$ cat src/rtl/seg_display_driver_pkg.sv
// Shared constants for the 7-segment display driver.
// Glyph bytes are active-high in {dp,g,f,e,d,c,b,a} order; dp is never lit.
// The MMIO base address of the display lives with the other IO addresses
// and is not repeated here.
package seg_display_driver_pkg;

   localparam logic [7:0] SEG_0     = 8'h3F;
   localparam logic [7:0] SEG_1     = 8'h06;
   localparam logic [7:0] SEG_2     = 8'h5B;
   localparam logic [7:0] SEG_3     = 8'h4F;
   localparam logic [7:0] SEG_4     = 8'h66;
   localparam logic [7:0] SEG_5     = 8'h6D;
   localparam logic [7:0] SEG_6     = 8'h7D;
   localparam logic [7:0] SEG_7     = 8'h07;
   localparam logic [7:0] SEG_8     = 8'h7F;
   localparam logic [7:0] SEG_9     = 8'h6F;
   localparam logic [7:0] SEG_A     = 8'h77;
   localparam logic [7:0] SEG_B     = 8'h7C;  // lowercase b
   localparam logic [7:0] SEG_C     = 8'h39;
   localparam logic [7:0] SEG_D     = 8'h5E;  // lowercase d
   localparam logic [7:0] SEG_E     = 8'h79;
   localparam logic [7:0] SEG_F     = 8'h71;
   localparam logic [7:0] SEG_BLANK = 8'h00;

endpackage

$ cat src/rtl/seg_display_driver_hex_to_seg.sv
// hex_to_seg: combinational hex nibble to 7-segment glyph decoder.
// Ports:
//   digit_i  4-bit hex digit
//   glyph_o  8-bit segment byte {dp,g,f,e,d,c,b,a}, active-high
module hex_to_seg
   import seg_display_driver_pkg::*;
(
   input  logic [3:0] digit_i,
   output logic [7:0] glyph_o
);

   always_comb begin
      glyph_o = SEG_BLANK;
      unique case (digit_i)
         4'h0: glyph_o = SEG_0;
         4'h1: glyph_o = SEG_1;
         4'h2: glyph_o = SEG_2;
         4'h3: glyph_o = SEG_3;
         4'h4: glyph_o = SEG_4;
         4'h5: glyph_o = SEG_5;
         4'h6: glyph_o = SEG_6;
         4'h7: glyph_o = SEG_7;
         4'h8: glyph_o = SEG_8;
         4'h9: glyph_o = SEG_9;
         4'hA: glyph_o = SEG_A;
         4'hB: glyph_o = SEG_B;
         4'hC: glyph_o = SEG_C;
         4'hD: glyph_o = SEG_D;
         4'hE: glyph_o = SEG_E;
         4'hF: glyph_o = SEG_F;
         default: glyph_o = SEG_BLANK;
      endcase
   end

endmodule

$ cat src/rtl/seg_display_driver.sv
// seg_display_driver: MMIO write responder for the 8-digit 7-segment display.
// Captures a 32-bit store on SegCtrl, holds it, and scans it as 8 hex digits
// over two 4-digit segment buses, one digit pair (i, i+4) at a time.
// Ports:
//   clk         system clock, rising edge
//   rst_n       async active-low reset (sync release expected from the system)
//   SegCtrl     one-cycle store strobe from the IO decoder
//   write_data  store data; digit i = write_data[4i+3:4i], digit 7 leftmost
//   seg_an      digit enables, active-high, bit i lights digit i
//   seg_out0    segment byte for digits 0-3
//   seg_out1    segment byte for digits 4-7
//   seg_value   currently held value
module seg_display_driver
   import seg_display_driver_pkg::*;
#(
   parameter int unsigned SCAN_DIV = 100000,
   parameter bit          LZ_BLANK = 1'b1
) (
   input  logic        clk,
   input  logic        rst_n,
   input  logic        SegCtrl,
   input  logic [31:0] write_data,
   output logic [7:0]  seg_an,
   output logic [7:0]  seg_out0,
   output logic [7:0]  seg_out1,
   output logic [31:0] seg_value
);

   localparam int unsigned CntW = (SCAN_DIV > 1) ? $clog2(SCAN_DIV) : 1;
   localparam logic [CntW-1:0] CntMax = CntW'(SCAN_DIV - 1);

   logic [31:0]     seg_value_q, seg_value_d;
   logic [CntW-1:0] div_cnt_q, div_cnt_d;
   logic [1:0]      scan_idx_q, scan_idx_d;
   logic [7:0]      seg_an_q, seg_an_d;
   logic [7:0]      seg_out0_q, seg_out0_d;
   logic [7:0]      seg_out1_q, seg_out1_d;

   logic [2:0] lo_idx, hi_idx;
   logic [3:0] lo_digit, hi_digit;
   logic [7:0] lo_glyph, hi_glyph;
   logic [2:0] msd;  // index of the most significant nonzero digit (0 when value is 0)

   assign lo_idx   = {1'b0, scan_idx_q};
   assign hi_idx   = {1'b1, scan_idx_q};
   assign lo_digit = seg_value_q[{lo_idx, 2'b00} +: 4];
   assign hi_digit = seg_value_q[{hi_idx, 2'b00} +: 4];

   hex_to_seg u_dec_lo (
      .digit_i (lo_digit),
      .glyph_o (lo_glyph)
   );

   hex_to_seg u_dec_hi (
      .digit_i (hi_digit),
      .glyph_o (hi_glyph)
   );

   always_comb begin
      msd = 3'd0;
      for (int unsigned i = 1; i < 8; i++) begin
         if (seg_value_q[4*i +: 4] != 4'h0) msd = 3'(i);
      end
   end

   always_comb begin
      // Last write wins; a strobe on the wrap cycle still lands this cycle.
      seg_value_d = SegCtrl ? write_data : seg_value_q;

      div_cnt_d  = div_cnt_q + CntW'(1);
      scan_idx_d = scan_idx_q;
      if (div_cnt_q == CntMax) begin
         div_cnt_d  = '0;
         scan_idx_d = scan_idx_q + 2'd1;
      end

      // Anodes stay driven even when the digit is blanked.
      seg_an_d   = (8'd1 << lo_idx) | (8'd1 << hi_idx);
      seg_out0_d = (LZ_BLANK && (lo_idx > msd)) ? SEG_BLANK : lo_glyph;
      seg_out1_d = (LZ_BLANK && (hi_idx > msd)) ? SEG_BLANK : hi_glyph;
   end

   always_ff @(posedge clk or negedge rst_n) begin
      if (!rst_n) begin
         seg_value_q <= '0;
         div_cnt_q   <= '0;
         scan_idx_q  <= '0;
         seg_an_q    <= '0;
         seg_out0_q  <= '0;
         seg_out1_q  <= '0;
      end else begin
         seg_value_q <= seg_value_d;
         div_cnt_q   <= div_cnt_d;
         scan_idx_q  <= scan_idx_d;
         seg_an_q    <= seg_an_d;
         seg_out0_q  <= seg_out0_d;
         seg_out1_q  <= seg_out1_d;
      end
   end

   assign seg_value = seg_value_q;
   assign seg_an    = seg_an_q;
   assign seg_out0  = seg_out0_q;
   assign seg_out1  = seg_out1_q;

endmodule

$ cat config.mk
export PLATFORM = sky130hd
export DESIGN_NAME = seg_display_driver
export DESIGN_NICKNAME = d
export VERILOG_FILES = /design/src/rtl/seg_display_driver_pkg.sv /design/src/rtl/seg_display_driver_hex_to_seg.sv /design/src/rtl/seg_display_driver.sv
export SDC_FILE = /design/constraint.sdc
export NUM_CORES = 1
export LEC_CHECK = 0
export BUFFER_PORTS_ARGS = -buffer_cell sky130_fd_sc_hd__buf_2
export CORE_UTILIZATION = 30
export DETAILED_ROUTE_END_ITERATION = 12
export SLEW_MARGIN = 20
export SYNTH_ARGS = -nofsm -noshare
export SYNTH_HDL_FRONTEND = slang
export SYNTH_SLANG_ARGS = --single-unit
$ cat constraint.sdc
create_clock -name clk -period 4.41 [get_ports clk]
set_input_delay 0.2205 -clock clk [delete_from_list [all_inputs] [get_ports clk]]
set_output_delay 0.2205 -clock clk [all_outputs]
set_load 0.02 [all_outputs]
==> impl_metrics.yaml <==
drt:
  viasPerCell: 4.88
  drt_iter0_drc: 91
  firstDrtPassIters: 4
  drcViolationCount: 0
  routedWlPerCell_um: 15.0
  ant_nets: 0
  wl_um: 7790
  dr_total_vias: 2532
pwr:
  p_leak_nw: 1.94
  irDropWorstVdd_v: 0.000148
  finalPower_w: 0.00169
  pwr_density_cell_nw_per_um2: 394
grt:
  grt_pass1_wl_um: 12500
  met1_usage_pct: 18.0
  antenna_found_initial: 0
  grt.overflow.total: 0
  track_usage_pct: 13.6
  grt_use_met2_pct: 21.6
  grt_max_degree: 44
  met3_usage_pct: 2.47
  top_usage_layer: "met2"
  grt_pass1_vias: 2424
floorplan:
  start_util_pct: 30.7
  floorplan.core_area_um2: 11400
  ios: 91
  die_h_um: 110
  die_area_um2: 12100
  die_w_um: 110
  num_rows: 39
worst_setup_path:
  rrSetupSlack_ns: 1.79
  critPathArrivalTime_ns: 2.84
  cp.required_ns: 4.63
  reg2reg_depth: 9
  crit_fanout: 6
  worstReg2RegStart: "seg_value[5]"
  r2r-end: "seg_out1[6]"
  cp-end-kind: "flop"
  critPathLaunchType: "flop"
  path_class: "flop to flop"
clock_tree:
  post-cts-setup-buffers: 0
  cts_tree: "done"
  clock_path_buffers: 2
  cts-root-buf: "clkbuf_16"
  clock-sinks: 69
  cts_resized: 0
  cts_hold_buf: 0
  clk_latency_ns: 0.33
  cts_buffers: 9
  clk_pin_slew_worst_paths_ns: 0.05
  ctsHtreeMaxLevel: 3
finish:
  seq_area_um2: 1730
  multiInputGateArea_um2: 1640
  final_layout_size_suffix_gt1_share_pct: 39.4
  syn_to_final_growth_pct: 22.5
  final_common_cell: "buf_2"
  final_nets: 424
  fill_cells: 1130
  final_cell_mix: "88 x buf_2, 69 x dfrtp_1, 33 x mux2_2"
  antenna_cells: 0
logic_synthesis:
  synthDistinctLibCells: 43
  synth_edf_count: 0
  synth_top_area_share_pct: 49.2
  yosys_warnings: 0
  yosys-top-cells-area: "dfrtp_1 49%, mux2_2 11%, mux4_2 5.8%"
  yosysSeqAreaShare_pct: 49.2
  async_reset_ff_share_pct: 100
  synthFlopType: "dfrtp_1"
  ys_ff_latch: 69
  synthCells: 291
  syn-cell-area_um2: 3510
  synth_top_cell_by_area: "dfrtp_1"
  postSynthAreaPerCell_um2: 12.1
sta:
  slew_headroom_pct: 34.3
  drv_slew: 0
  skew_ns: 0.00761
  rsz0062_at_grt: "no"
  setup_viol: 0
  fin_tns_setup_ns: 0
  hold_viol_final: 0
  max_freq_mhz: 381
  fin_crit_ns: 2.62
  period_share_pct: 59.5
  tightest_slew_ns: 0.985
status:
  status: "finished clean"
run:
  max_cap_viol_count: 0
placed_design:
  gp_congestion: 0.754
  portBuffers: 88
  dp_hpwl_um: 5870
worst_hold_path:
  hold_class: "input port to asynchronous set/reset pin"
## how the worst max path moves through the flow
stage	from	endpoint	slack [ns]	cells past startpoint
finish	seg_value[5]	seg_out1[6]	1.79	9
CTS	seg_value[5]	seg_out1[6]	1.75	9
global placement	seg_value[5]	seg_out1[6]	1.83	9
detailed placement	seg_value[5]	seg_out1[6]	1.77	9
global route	seg_value[24]	seg_out1[6]	1.55	8
floorplan	seg_value[5]	seg_out0[4]	2.04	9
## flip-flops by register name (all words and copies together) (netlist names)
name and count:
div_cnt_q 17, seg_out1 7, scan_idx_q 2, seg_out0 7
seg_value 32, seg_an 4
## worst max-delay path, stage by stage, from the launching register on
cell,delay [ns]
dfrtp_1,0.41
or4_1,0.53
a21bo_2,0.24
a21boi_0,0.17
o21ai_0,0.11
ha_1,0.31
nand2_1,0.04
o21ai_0,0.18
nand2_1,0.26
a221oi_1,0.27
## kinds of logic after synthesis
group | share of synthesized area [%]
and+or+nand+nor | 12.4
DFF | 49.2
muxes | 18.3
AOI/OAI and AO/OA | 4.96
buffers and inverters | 4.21
xor gates and xnor gates | 5.49
adders and majority gates | 5.35
other | 0.107
## metrics by stage
stage | utilization (%) | area (µm²) | hold WS [ns] | setup slack (ns) | cells
5_1_grt | 37.7 | 4300 | 0.114 | 1.55 | 519
3_5_place_dp | 35.3 | 4030 | 0.438 | 1.77 | 506
6_report | 37.7 | 4300 | 0.0629 | 1.79 | 519
4_1_cts | 37.7 | 4300 | 0.0898 | 1.75 | 519
3_3_place_gp | 35.3 | 4030 | 0.433 | 1.83 | 506
2_1_floorplan | - | 3510 | -0.0751 | 2.04 | 292
## power breakdown
group	internal (W)	switching (W)	total, W
Sequential	0.000685	0.0000440	0.000730
Combinational	0.000127	0.000176	0.000303
Clock	0.000416	0.000244	0.000660
## Yosys cell counts, types with 2 or more instances
| library cell | n |
|---|---|
| a21oi_1 | 4 |
| a221oi_1 | 4 |
| and2_1 | 3 |
| and4_1 | 3 |
| buf_1 | 3 |
| buf_2 | 4 |
| buf_4 | 7 |
| buf_6 | 2 |
| clkbuf_1 | 2 |
| dfrtp_1 | 69 |
| ha_1 | 15 |
| inv_1 | 7 |
| inv_2 | 2 |
| mux2_2 | 33 |
| mux2i_1 | 4 |
| mux4_2 | 9 |
| nand2_1 | 16 |
| nand2b_1 | 2 |
| nand3_1 | 9 |
| nand4_1 | 4 |
| nor2_1 | 19 |
| nor2b_1 | 2 |
| nor3_1 | 5 |
| nor3b_1 | 5 |
| nor4_1 | 8 |
| o21ai_0 | 10 |
| o22ai_1 | 2 |
| or3_1 | 2 |
| or4_1 | 2 |
| xnor2_1 | 8 |
| xor2_1 | 14 |
## area by class of cell
class                   count  share of cell area [%]
clock buffers              12                    6.20
clock inverters             1                   0.175
repair buffers             89                    10.4
multi-input cells         196                    38.1
well taps                 143                    4.16
flip-flops and latches     69                    40.2
inverters                   9                   0.786
## layer usage
layer	vias to the layer above	wire (µm)
li1	1204	-
met1	1262	3450
met2	52	3860
met3	14	311
met4	0	165
met5	-	0
No activity file was read; power rests on OpenSTA's default activity.
